**src/rtl/uart_pkg.sv**
```systemverilog
// rtl/uart_pkg.sv - shared constants, state type and baud divider helper for the UART blocks
package uart_pkg;

    localparam int PAR_NONE = 0;
    localparam int PAR_ODD  = 1;
    localparam int PAR_EVEN = 2;

    typedef enum logic [2:0] {
        IDLE,
        START,
        DATA,
        PARITY,
        STOP,
        DONE,
        BREAK
    } rx_state_t;

    // Clocks per oversample tick; never below 1 so the tick generator stays legal.
    function automatic int calc_div(input int clk_hz, input int baud, input int oversample);
        int d;
        d = clk_hz / (baud * oversample);
        if (d < 1) begin
            d = 1;
        end
        return d;
    endfunction

endpackage

```
**src/rtl/uart_baud_tick.sv**
```systemverilog
// rtl/uart_baud_tick.sv - oversample tick generator, one-clk tick every DIV clocks with phase restart
module uart_baud_tick
    import uart_pkg::*;
#(
    parameter int CLK_HZ     = 100_000_000,
    parameter int BAUD       = 9600,
    parameter int OVERSAMPLE = 16
) (
    input  logic clk,
    input  logic rst,
    input  logic restart,
    output logic tick
);

    localparam int DIV = calc_div(CLK_HZ, BAUD, OVERSAMPLE);
    localparam int CW  = (DIV > 1) ? $clog2(DIV) : 1;
    localparam logic [CW-1:0] CNT_LAST = CW'(DIV - 1);

    logic [CW-1:0] cnt;

    // divider counter; restart realigns the tick phase to the detected start edge
    always_ff @(posedge clk or negedge rst) begin
        if (!rst) begin
            cnt <= '0;
        end else if (restart || (cnt == CNT_LAST)) begin
            cnt <= '0;
        end else begin
            cnt <= cnt + 1'b1;
        end
    end

    assign tick = (cnt == CNT_LAST) && !restart;

endmodule

```
**src/rtl/uart_rx_param.sv**
```systemverilog
// rtl/uart_rx_param.sv - parametrised oversampling UART receiver; UART_RX_MAJORITY_EN enables 2-of-3 bit voting
module uart_rx_param
    import uart_pkg::*;
#(
    parameter int CLK_HZ      = 100_000_000,
    parameter int BAUD        = 9600,
    parameter int OVERSAMPLE  = 16,
    parameter int DATA_BITS   = 8,
    parameter int PARITY_MODE = 0,
    parameter int STOP_BITS   = 1
) (
    input  logic                 clk,
    input  logic                 rst,
    input  logic                 Din,
    output logic [DATA_BITS-1:0] Dout,
    output logic                 valid,
    output logic                 busy,
    output logic                 frame_err,
    output logic                 parity_err
);

    localparam int TW = $clog2(OVERSAMPLE);
    localparam int BW = $clog2(DATA_BITS + 1);
    localparam logic [TW-1:0] TICK_LAST = TW'(OVERSAMPLE - 1);
    localparam logic [TW-1:0] TICK_MID  = TW'(OVERSAMPLE / 2);
    localparam logic [BW-1:0] DATA_LAST = BW'(DATA_BITS - 1);
    localparam logic [BW-1:0] STOP_LAST = BW'(STOP_BITS - 1);

    rx_state_t            state;
    rx_state_t            next_state;
    logic [1:0]           sync;
    logic                 rx_s;
    logic                 rx_prev;
    logic                 start_edge;
    logic                 tick;
    logic                 sample_evt;
    logic                 sample_bit;
    logic [TW-1:0]        tick_cnt;
    logic [BW-1:0]        bit_cnt;
    logic [DATA_BITS-1:0] shreg;
    logic                 par_err_c;
    logic                 frm_err_c;
    logic                 last_stop;
    logic                 exp_par;
    logic                 stop_done;

    // two-flop synchroniser for the asynchronous line, idle level 1; rx_prev feeds edge detection
    always_ff @(posedge clk or negedge rst) begin
        if (!rst) begin
            sync    <= 2'b11;
            rx_prev <= 1'b1;
        end else begin
            sync    <= {sync[0], Din};
            rx_prev <= sync[1];
        end
    end

    assign rx_s       = sync[1];
    assign start_edge = (state == IDLE) && rx_prev && !rx_s;

    uart_baud_tick #(
        .CLK_HZ    (CLK_HZ),
        .BAUD      (BAUD),
        .OVERSAMPLE(OVERSAMPLE)
    ) u_baud_tick (
        .clk    (clk),
        .rst    (rst),
        .restart(start_edge),
        .tick   (tick)
    );

    // tick position inside the current bit; phase zero is the start edge, so mid-bit repeats every bit
    always_ff @(posedge clk or negedge rst) begin
        if (!rst) begin
            tick_cnt <= '0;
        end else if (start_edge) begin
            tick_cnt <= '0;
        end else if (tick) begin
            tick_cnt <= (tick_cnt == TICK_LAST) ? '0 : tick_cnt + 1'b1;
        end
    end

`ifdef UART_RX_MAJORITY_EN
    localparam logic [TW-1:0] TICK_EARLY  = TW'(OVERSAMPLE / 2 - 1);
    localparam logic [TW-1:0] TICK_DECIDE = TW'(OVERSAMPLE / 2 + 1);

    logic [1:0] early;

    // keep the two samples preceding the decision tick for the vote
    always_ff @(posedge clk or negedge rst) begin
        if (!rst) begin
            early <= 2'b11;
        end else if (tick && ((tick_cnt == TICK_EARLY) || (tick_cnt == TICK_MID))) begin
            early <= {early[0], rx_s};
        end
    end

    assign sample_evt = tick && (tick_cnt == TICK_DECIDE);
    assign sample_bit = (early[1] & early[0]) | (early[1] & rx_s) | (early[0] & rx_s);
`else
    assign sample_evt = tick && (tick_cnt == TICK_MID);
    assign sample_bit = rx_s;
`endif

    assign exp_par   = (PARITY_MODE == PAR_ODD) ? ~(^shreg) : (^shreg);
    assign stop_done = (state == STOP) && sample_evt && (bit_cnt == STOP_LAST);

    // state register
    always_ff @(posedge clk or negedge rst) begin
        if (!rst) begin
            state <= IDLE;
        end else begin
            state <= next_state;
        end
    end

    // next-state logic; BREAK waits for the line to go high so a held-low line yields one frame only
    always_comb begin
        next_state = state;
        case (state)
            IDLE: begin
                if (start_edge) begin
                    next_state = START;
                end
            end
            START: begin
                if (sample_evt) begin
                    next_state = sample_bit ? IDLE : DATA;
                end
            end
            DATA: begin
                if (sample_evt && (bit_cnt == DATA_LAST)) begin
                    next_state = (PARITY_MODE != PAR_NONE) ? PARITY : STOP;
                end
            end
            PARITY: begin
                if (sample_evt) begin
                    next_state = STOP;
                end
            end
            STOP: begin
                if (stop_done) begin
                    next_state = DONE;
                end
            end
            DONE: begin
                next_state = last_stop ? IDLE : BREAK;
            end
            BREAK: begin
                if (rx_s) begin
                    next_state = IDLE;
                end
            end
            default: begin
                next_state = IDLE;
            end
        endcase
    end

    // status outputs decoded from the state
    always_comb begin
        valid = 1'b0;
        busy  = 1'b0;
        case (state)
            START, DATA, PARITY, STOP: busy = 1'b1;
            DONE:                      valid = 1'b1;
            default:                   ;
        endcase
    end

    // frame datapath: payload shift register (LSB first), bit/stop counter, error candidates
    always_ff @(posedge clk or negedge rst) begin
        if (!rst) begin
            bit_cnt   <= '0;
            shreg     <= '0;
            par_err_c <= 1'b0;
            frm_err_c <= 1'b0;
            last_stop <= 1'b1;
        end else begin
            case (state)
                START: begin
                    bit_cnt   <= '0;
                    par_err_c <= 1'b0;
                    frm_err_c <= 1'b0;
                end
                DATA: begin
                    if (sample_evt) begin
                        shreg   <= {sample_bit, shreg[DATA_BITS-1:1]};
                        bit_cnt <= (bit_cnt == DATA_LAST) ? '0 : bit_cnt + 1'b1;
                    end
                end
                PARITY: begin
                    if (sample_evt) begin
                        par_err_c <= (sample_bit != exp_par);
                    end
                end
                STOP: begin
                    if (sample_evt) begin
                        bit_cnt   <= bit_cnt + 1'b1;
                        last_stop <= sample_bit;
                        if (!sample_bit) begin
                            frm_err_c <= 1'b1;
                        end
                    end
                end
                default: ;
            endcase
        end
    end

    // result registers load with the final stop sample so they are new in the DONE (valid) cycle
    always_ff @(posedge clk or negedge rst) begin
        if (!rst) begin
            Dout       <= '0;
            frame_err  <= 1'b0;
            parity_err <= 1'b0;
        end else if (stop_done) begin
            Dout       <= shreg;
            frame_err  <= frm_err_c | !sample_bit;
            parity_err <= par_err_c;
        end
    end

endmodule

```
**config.mk**
```make
export PLATFORM = sky130hd
export DESIGN_NAME = uart_rx_param
export DESIGN_NICKNAME = d
export VERILOG_FILES = /design/src/rtl/uart_pkg.sv /design/src/rtl/uart_baud_tick.sv /design/src/rtl/uart_rx_param.sv
export SDC_FILE = /design/constraint.sdc
export NUM_CORES = 1
export LEC_CHECK = 0
export BUFFER_PORTS_ARGS = -buffer_cell sky130_fd_sc_hd__buf_2
export CELL_PAD_IN_SITES_DETAIL_PLACEMENT = 0
export CELL_PAD_IN_SITES_GLOBAL_PLACEMENT = 2
export CORE_ASPECT_RATIO = 0.7
export CORE_MARGIN = 5
export CORE_UTILIZATION = 39
export DETAILED_ROUTE_END_ITERATION = 8
export HOLD_SLACK_MARGIN = 0.12
export PLACE_DENSITY_LB_ADDON = 0.1
export SLEW_MARGIN = 20
export SYNTH_ARGS = -nofsm -noshare
export SYNTH_HDL_FRONTEND = slang
export SYNTH_SLANG_ARGS = --single-unit
export TNS_END_PERCENT = 1
```
**constraint.sdc**
```tcl
create_clock -name clk -period 2.9 [get_ports clk]
set_input_delay 0.145 -clock clk [delete_from_list [all_inputs] [get_ports clk]]
set_output_delay 0.145 -clock clk [all_outputs]
set_load 0.01 [all_outputs]
```
==> out/metrics.yaml, run 1 <==
status: "complete, no violations"
crit_fanout: 11
cp-start-kind: "flip-flop"
critPathMaxStageDelay_ps: 480
synth_edf_count: 0
grt_pass1_wl_mm: 7.97
die_w_um: 101
yosysTopAreaCell: "dfrtp_1"
wl_per_cell_um: 14.3
dp_slack_ps: 276
synth_cell_type_count: 43
tightest_slew_ps: 606
h-tree-depth: 2
coreArea_sq_mm: 0.00570
dp_hpwl_mm: 3.00
synth_area_sq_mm: 0.00228
slew_violations: 0
cts_max_path_buffers: 2
endpoint_kind: "flip-flop"
layout_commonest_cell: "dfrtp_1"
synth_ff_type: "dfrtp_1"
critPathKind: "flip-flop to flip-flop"
switchingPower_uw: 385
p_sw_share_pct: 27.4
syn-instance-count: 216
rsz0062_at_grt: "false"
area_delta_synth_final_pct: 13.0
fin_tns_setup_ps: 0
fin_skew_ps: 5.13
ioPinCount: 15
max-cap-violations: 0
row_count: 23
antenna_found_initial: 0
ys_async_sr_fraction_pct: 100
required_ps: 3090
clock_latency_ps: 300
drc_errors: 0
synthTopCellsByArea: "dfrtp_1 45%, mux2_2 9.9%, dfstp_2 4.6%, xnor2_1 4.6%, nor2_1 3.6%"
ys_ff_latch: 45
p_total_mw: 1.40
grt_pass1_vias: 1667
cts_buffers: 5
hold_viol_final: 0
pwr-share-seq_pct: 53.0
grt_max_degree: 46
cts_sinks: 45
grt_overflow_total: 0
wl_mm: 4.43
portBuffers: 14
start_util_pct: 40.0
track_usage_pct: 13.5
leakagePower_nw: 1.19
synth_nets: 225
yosysSeqAreaShare_pct: 49.6
postLayoutCoreUtil_pct: 45.2
dr.pass1.iters: 4
yosys_warnings: 0
cts_tree: "built"
yosys.area.top_type_share_pct: 45.0
vias: 1618
slew_headroom_pct: 59.3
ant_nets: 0
nets: 242
crit_chain: "inv_1 -> ha_1 -> nand4bb_1 -> or3_1 -> nor3_1 -> and4_2 -> mux2_2"
vias_per_cell: 5.24
min_path_type: "flip-flop to flip-flop"
gp_congestion: 0.764
final_cell_mix: "41 x dfrtp_1, 22 x nor2_1, 20 x mux2_2"
cts_root_buf: "clkbuf_8"
p_clk_share_pct: 35.4
die_h_um: 74.0
drt-initial-drc-count: 56
setup_slack_ps: 425
pwr_density_cell_mw_per_mm2: 545
worst_path_max_delay_cell: "or3_1"
worstPathArrival_ps: 2660
finalSetupViolCount: 0
die_area_sq_mm: 0.00750
post_cts_buffers: 0
drive_gt1_share_pct: 23.1
avgSynthCellArea_sq_um: 10.6
diodes: 0
max_freq_ghz: 0.404
fin_crit_sh_pct: 85.3
vdd_drop_max_v: 0.000279
path_clk_slew_ps: 90
post-route-min-period_ps: 2470
p_comb_share_pct: 11.6
cellInternalPower_mw: 1.02
Yosys cell counts (4+ instances only):
master    instances
nor2_1           22
xnor2_1          12
o21ai_0           8
dfrtp_1          41
clkbuf_1          7
nand2_1          15
a21oi_1           8
ha_1              6
dfstp_2           4
mux2_2           20
inv_1             6
nand3_1          14
xor2_1            5
nand2b_1          4
stage by stage:
stage	instances	instance area (sq um)	hold slack, ps
after floorplan	216	2280	-151
after global placement	299	2430	252
after detailed placement	299	2430	253
after CTS	309	2570	356
after global routing	309	2580	364
final	309	2580	356
layer usage:
metal | track usage (%) | up-vias | part of all wire [%]
met5 | 0 | - | 0
met4 | 3.98 | 0 | 0.77
met3 | 3.56 | 4 | 2.9
met2 | 19.3 | 22 | 43
met1 | 20.0 | 804 | 54
li1 | - | 788 | -
path summary, 6_finish.rpt:
| path | slack, ps | depth (start not counted) | startpoint | to |
|---|---|---|---|---|
| max | 430 | 7 | u_baud_tick.cnt[0] | frame_err |
| min | 360 | 0 | sync[0] | sync[1] |
| max reg2reg | 430 | 7 | u_baud_tick.cnt[0] | frame_err |
| min reg2reg | 360 | 0 | sync[0] | sync[1] |
| max in group asynchronous | 2130 | 2 | rst | last_stop |
| min in group asynchronous | 390 | 2 | rst | u_baud_tick.cnt[4] |
what timing repair did:
item | 4_1_cts | 5_1_grt
gates resized for setup | 0 | 1
hold buffers | 2 | 0
endpoints found under the hold margin | 42 | 0
endpoints found under the setup margin | 0 | 1
cells by family after synthesis:
logic type	Yosys count	synth area share (%)
simple gates	87	21.0
compound gates	23	6.09
mux	21	10.3
flops	45	49.6
xor+xnor	17	6.53
buf+inv	16	2.74
fa+ha+maj	7	3.73
state kept, by name (all words and copies together), names as in the netlist:
register and flops:
Dout 8, bit_cnt 4, frame_err 1, frm_err_c 1, last_stop 1, par_err_c 1
parity_err 1, rx_prev 1, shreg 8, state 3, sync 2, tick_cnt 4
u_baud_tick.cnt 10
final cells by class:
| class | instances | area, sq um |
|---|---|---|
| fillers | 553 | 3120 |
| flip-flops and latches | 45 | 1130 |
| multi-input cells | 155 | 1090 |
| repair buffers | 20 | 123 |
| well taps | 75 | 93.8 |
| clock buffers | 5 | 68.8 |
| clock inverters | 3 | 50.0 |
| inverters | 6 | 22.5 |
critical path: cells and delay by family, from the launching register on:
family | cells | cell delay [ps]
adder cells (fa/ha/maj) | 1 | 150
buffers and inverters | 1 | 70
AND/OR/NAND/NOR | 4 | 1340
multiplexers | 1 | 370
flip-flops | 1 | 430
power by group through the flow:
| stage | clock network (mW) | logic, mW | registers, mW |
|---|---|---|---|
| 2_1_floorplan | 0 | 0.136 | 0.730 |
| 3_3_place_gp | 0 | 0.161 | 0.752 |
| 4_1_cts | 0.513 | 0.163 | 0.743 |
| 6_report | 0.497 | 0.163 | 0.745 |
| 3_5_place_dp | 0 | 0.162 | 0.754 |
| 5_1_grt | 0.542 | 0.195 | 0.755 |
(Power assumes the default switching activity.)
==> run 2: changes to the inputs <==
--- a/config.mk
+++ b/config.mk
@@ -13,7 +13,7 @@
 export CORE_UTILIZATION = 39
 export DETAILED_ROUTE_END_ITERATION = 8
 export HOLD_SLACK_MARGIN = 0.12
-export PLACE_DENSITY_LB_ADDON = 0.1
+export PLACE_DENSITY = 0.88
 export SLEW_MARGIN = 20
 export SYNTH_ARGS = -nofsm -noshare
 export SYNTH_HDL_FRONTEND = slang
==> run 2 against run 1 <==
Compared with the run above: final cell count up 0.32%; setup slack worse by 46 ps; combinational power up 6%; clock skew up 3.9 ps; critical path depth unchanged; non-clock buffer count up 1; power down 5.6%; critical endpoint is now Dout[7]; largest power group unchanged; highest routed layer unchanged.
==> out/metrics.yaml, run 2 (synthesized netlist as in run 1, its figures left out) <==
row_count: 23  # unchanged
post-route-min-period_ps: 2520  # +46.4 ps
min-delay-start: "sync[0]"
postLayoutCoreUtil_pct: 44.9  # -0.33 points
reg_top3: "u_baud_tick.cnt x10, Dout x8, shreg x8"
area_delta_synth_final_pct: 12.2
coreArea_sq_mm: 0.00570  # unchanged
dpl_cell_area_sq_mm: 0.00244  # +0.31%
worst_path_max_delay_cell: "and4_1"
critPathMaxStageDelay_ps: 540  # +60 ps
cts_buffers: 5  # unchanged
die_w_um: 101  # unchanged
min_path_type: "flip-flop to flip-flop"
endpoint_kind: "flip-flop"
cts_resized: 0  # unchanged
drc_errors: 0  # unchanged
drive_gt1_share_pct: 23.0  # -0.098 points
vias_per_cell: 5.02  # -4.1%
vias: 1556  # -3.8%
critPathKind: "flip-flop to flip-flop"
portBuffers: 14  # unchanged
grt_max_degree: 46  # unchanged
rsz0062_at_grt: "false"
max_freq_ghz: 0.397  # -1.8%
cts_sinks: 45  # unchanged
diodes: 0  # unchanged
regMostFlops: "u_baud_tick.cnt"
die_area_sq_mm: 0.00750  # unchanged
status: "complete, no violations"
final_cell_mix: "41 x dfrtp_1, 22 x nor2_1, 20 x mux2_2"
path_clk_slew_ps: 100  # about the same
die_h_um: 74.0  # unchanged
cpLargestDelayFamily: "simple AND/OR/NAND/NOR gates"
timing.rr.start: "u_baud_tick.cnt[0]"
cellInternalPower_uw: 934  # -8.5%
ant_nets: 0  # unchanged
grt_pass1_wl_mm: 7.51  # -5.8%
fin_tns_setup_ps: 0  # unchanged
ff2ff_path_depth: 7  # unchanged
path_buf_inv: 1  # unchanged
r2r-end: "Dout[7]"
crit_fanout: 11  # unchanged
p_comb_share_pct: 13.1  # +1.5 points
start_util_pct: 40.0  # unchanged
pwr-share-seq_pct: 55.7  # +2.7 points
slew_violations: 0  # unchanged
pwr_density_cell_mw_per_mm2: 518  # -4.9%
switchingPower_uw: 392  # +1.9%
layout_commonest_cell: "dfrtp_1"
fin_crit_sh_pct: 86.9  # +1.6 points
p_clk_share_pct: 31.2  # -4.2 points
required_ps: 3090  # about the same
cts_tree: "built"
grt_overflow_total: 0  # unchanged
ff2ff_setup_slack_ps: 380  # -50 ps
clock_latency_ps: 300  # about the same
fin_skew_ps: 9.06  # +3.92 ps
h-tree-depth: 2  # unchanged
crit_chain: "inv_1 -> ha_1 -> nand4bb_1 -> or3_1 -> nor3_1 -> and4_1 -> mux2_2"
drt-initial-drc-count: 71  # +27%
nFillCells: 550  # -0.54%
wl_per_cell_um: 13.8  # -3.7%
gp_congestion: 0.759  # -0.64%
track_usage_pct: 12.7  # -0.79 points
ctsHoldBuffers: 2  # unchanged
dr.pass1.iters: 4  # unchanged
dp_hpwl_mm: 2.89  # -3.9%
vdd_drop_max_v: 0.000291  # +4.1%
cp-start-kind: "flip-flop"
ioPinCount: 15  # unchanged
cts_root_buf: "clkbuf_8"
max-cap-violations: 0  # unchanged
nets: 243  # +0.41%
leakagePower_nw: 1.18  # -0.94%
largest_register_ffs: 10  # unchanged
post_cts_buffers: 0  # unchanged
fin_area_sq_mm: 0.00256  # -0.73%
wl_mm: 4.28  # -3.4%
tightest_slew_ps: 593  # -12.8 ps
cts_max_path_buffers: 2  # unchanged
p_sw_share_pct: 29.6  # +2.2 points
worstPathArrival_ps: 2720  # +60 ps
worstHoldPathCells: 0  # unchanged
finalSetupViolCount: 0  # unchanged
antenna_found_initial: 0  # unchanged
grt_pass1_vias: 1531  # -8.2%
slew_headroom_pct: 60.1  # +0.86 points
hold_end: "sync[1]"
hold_viol_final: 0  # unchanged
run 2: cell count changes in the layout (fill, tap and decap cells not counted), sizes merged:
cell,change
clkinvlp,+1
bufinv,-1
buf,+1
run 2: worst max-delay path by stage:
stage	cells past startpoint	startpoint	slack, ps	end
after global routing	7	u_baud_tick.cnt[0]	140	Dout[6]
after global placement	7	u_baud_tick.cnt[0]	400	frame_err
after CTS	7	u_baud_tick.cnt[0]	340	parity_err
after detailed placement	7	u_baud_tick.cnt[0]	350	Dout[4]
final	7	u_baud_tick.cnt[0]	380	Dout[7]
after floorplan	8	u_baud_tick.cnt[0]	610	bit_cnt[3]
run 2: layout make-up:
cell class,instances,area [sq um],area share (%)
Clock buffer,5,68.8,2.69
Clock inverter,3,25.0,0.978
Inverter,6,22.5,0.881
Multi-Input combinational cell,155,1090,42.5
Sequential cell,45,1130,44.2
Tap cell,75,93.8,3.67
Timing Repair Buffer,21,130,5.09
run 2: power groups by stage:
stage	combinational (mW)	sequential, mW	clock [mW]
floorplan	0.136	0.730	0
global placement	0.177	0.747	0
detailed placement	0.176	0.750	0
CTS	0.178	0.738	0.435
global route	0.205	0.747	0.456
finish	0.173	0.739	0.414
run 2: per-stage QoR:
step,power (mW),setup slack [ps],hold slack [ps],cells
4_1_cts,1.35,342,371,310
3_5_place_dp,0.926,353,258,300
3_3_place_gp,0.923,396,251,300
2_1_floorplan,0.866,605,-151,216
5_1_grt,1.41,139,384,310
6_report,1.33,379,372,310
run 2: routing by layer:
layer  up-vias  share of wire [%]  global-route usage, %
met5         -                  0                      0
met4         0               0.75                   3.54
met3         5                2.9                   3.09
met2        18                 40                   17.7
met1       747                 57                   19.6
li1        786                  -                      -
==> run 3: changes to the inputs <==
--- a/config.mk
+++ b/config.mk
@@ -10,11 +10,10 @@
 export CELL_PAD_IN_SITES_GLOBAL_PLACEMENT = 2
 export CORE_ASPECT_RATIO = 0.7
 export CORE_MARGIN = 5
-export CORE_UTILIZATION = 39
+export CORE_UTILIZATION = 40
 export DETAILED_ROUTE_END_ITERATION = 8
 export HOLD_SLACK_MARGIN = 0.12
-export PLACE_DENSITY = 0.88
-export SLEW_MARGIN = 20
+export PLACE_DENSITY = 0.89
 export SYNTH_ARGS = -nofsm -noshare
 export SYNTH_HDL_FRONTEND = slang
 export SYNTH_SLANG_ARGS = --single-unit
==> constraint.sdc (replaced) <==
create_clock -name clk -period 3 [get_ports clk]
set_input_delay 0.15 -clock clk [delete_from_list [all_inputs] [get_ports clk]]
set_output_delay 0.15 -clock clk [all_outputs]
set_load 0.01 [all_outputs]
==> run 3 against run 2 <==
Compared with the run above: final cell count stayed put; register-to-register slack improved by 30 ps; die area fell by 2.2%; highest routed layer unchanged; power shrank 3.8%; wire length is 1.6% lower; sequential power fell by 2%; largest power group unchanged; via count rose by 2.5%; critical path depth stayed put; fmax fell by 2.7%; setup slack better by 31 ps; hold slack got worse by 9.9 ps.
==> out/metrics.yaml, run 3 (synthesized netlist as in run 1, its figures left out) <==
pwr-share-seq_pct: 56.6  # +0.9 points
reg_top3: "u_baud_tick.cnt x10, Dout x8, shreg x8"
nets: 243  # unchanged
critPathKind: "flip-flop to flip-flop"
worst_path_max_delay_cell: "and4_1"
ctsHoldBuffers: 2  # unchanged
p_comb_share_pct: 12.4  # -0.7 points
fin_tns_setup_ps: 0  # unchanged
cts_resized: 0  # unchanged
drt-initial-drc-count: 97  # +37%
area_delta_synth_final_pct: 12.1  # about the same
cts_max_path_buffers: 2  # unchanged
cp-start-kind: "flip-flop"
path_clk_slew_ps: 100  # about the same
regMostFlops: "u_baud_tick.cnt"
grt_pass1_wl_mm: 7.38  # -1.7%
diodes: 0  # unchanged
drive_gt1_share_pct: 23.0  # unchanged
cts_root_buf: "clkbuf_8"
crit_fanout: 11  # unchanged
portBuffers: 14  # unchanged
vias: 1595  # +2.5%
pwr_density_cell_mw_per_mm2: 499  # -3.7%
grt_max_degree: 46  # unchanged
crit_chain: "inv_1 -> ha_1 -> nand4bb_1 -> or3_1 -> nor3_1 -> and4_1 -> mux2_2"
vdd_drop_max_v: 0.000227  # -22%
post_cts_buffers: 0  # unchanged
dp_slack_ps: 390  # +37.0 ps
final_cell_mix: "41 x dfrtp_1, 22 x nor2_1, 20 x mux2_2"
die_w_um: 100  # -1.1%
row_count: 23  # unchanged
dp_hpwl_mm: 2.86  # -1.0%
switchingPower_uw: 376  # -4.2%
finalSetupViolCount: 0  # unchanged
dr.pass1.iters: 4  # unchanged
setup_slack_ps: 410  # +30.9 ps
grt_overflow_total: 0  # unchanged
wl_mm: 4.21  # -1.6%
max-cap-violations: 0  # unchanged
critPathMaxStageDelay_ps: 560  # +20 ps
rsz0062_at_grt: "false"
ant_nets: 0  # unchanged
antenna_found_initial: 0  # unchanged
gp_congestion: 0.760  # +0.12%
min_path_type: "flip-flop to flip-flop"
die_h_um: 73.2  # -1.1%
fin_crit_sh_pct: 86.3  # -0.59 points
slew_headroom_pct: 33.0  # -27 points
status: "complete, no violations"
start_util_pct: 40.4  # +0.41 points
grt_pass1_vias: 1537  # +0.39%
p_clk_share_pct: 31.0  # -0.2 points
largest_register_ffs: 10  # unchanged
cts_tree: "built"
track_usage_pct: 12.6  # -0.13 points
slew_violations: 0  # unchanged
die_area_sq_mm: 0.00733  # -2.2%
hold_viol_final: 0  # unchanged
fin_skew_ps: 11.2  # +2.18 ps
clock_latency_ps: 300  # about the same
leakagePower_nw: 1.18  # about the same
p_sw_share_pct: 29.5  # -0.11 points
vias_per_cell: 5.15  # +2.5%
tightest_slew_ps: 1000  # +411 ps
cts_buffers: 5  # unchanged
layout_commonest_cell: "dfrtp_1"
ioPinCount: 15  # unchanged
max_freq_ghz: 0.386  # -2.7%
drc_errors: 0  # unchanged
h-tree-depth: 2  # unchanged
required_ps: 3190  # +100 ps
post-route-min-period_ps: 2590  # +69.1 ps
wl_per_cell_um: 13.6  # -1.6%
coreArea_sq_mm: 0.00564  # -1.0%
endpoint_kind: "flip-flop"
cts_sinks: 45  # unchanged
cellInternalPower_uw: 899  # -3.7%
worstPathArrival_ps: 2780  # +60 ps
run 3: metrics by stage:
step           util, %  cell area [sq um]  hold slack [ps]  instances  power, mW
2_1_floorplan        -               2280             -146        216      0.837
3_3_place_gp      43.3               2440              255        300      0.888
3_5_place_dp      43.3               2440              258        300      0.893
4_1_cts           45.3               2550              362        310       1.29
5_1_grt           45.3               2550              369        310       1.34
6_report          45.3               2550              362        310       1.28
run 3: area by class of cell:
type                    instances  area (sq um)
clock inverters                 3          25.0
repair buffers                 21           128
well taps                      75          93.8
fillers                       537          3090
clock buffers                   5          68.8
flip-flops and latches         45          1130
multi-input cells             155          1090
inverters                       6          22.5
run 3: power by group through the flow:
| stage | clock network, mW | logic [mW] | registers [mW] |
|---|---|---|---|
| after CTS | 0.405 | 0.162 | 0.721 |
| after detailed placement | 0 | 0.161 | 0.731 |
| after global routing | 0.431 | 0.184 | 0.730 |
| after floorplan | 0 | 0.132 | 0.705 |
| after global placement | 0 | 0.159 | 0.729 |
| final | 0.395 | 0.159 | 0.721 |
run 3: path summary, 6_finish.rpt:
path                       slack, ps                from                  to  cells past startpoint
min reg2reg                      360             sync[0]             sync[1]                      0
min                              360             sync[0]             sync[1]                      0
max                              410  u_baud_tick.cnt[0]          parity_err                      7
max in group asynchronous       1820                 rst  u_baud_tick.cnt[0]                      2
max reg2reg                      410  u_baud_tick.cnt[0]          parity_err                      7
min in group asynchronous        550                 rst         tick_cnt[3]                      2
run 3: critical path, delay by kind of cell, from the launching register on:
kind	cells	cell delay [ps]
AND/OR/NAND/NOR	4	1440
flip-flops	1	430
multiplexers	1	400
adder cells (fa/ha/maj)	1	130
buffers and inverters	1	70
run 3: per-layer routing:
layer | vias to the layer above | global-route usage [%] | part of all wire [%]
met4 | 0 | 3.14 | 0.69
li1 | 793 | - | -
met3 | 5 | 3.34 | 3.1
met5 | - | 0 | 0
met1 | 775 | 18.2 | 55
met2 | 22 | 18.6 | 42
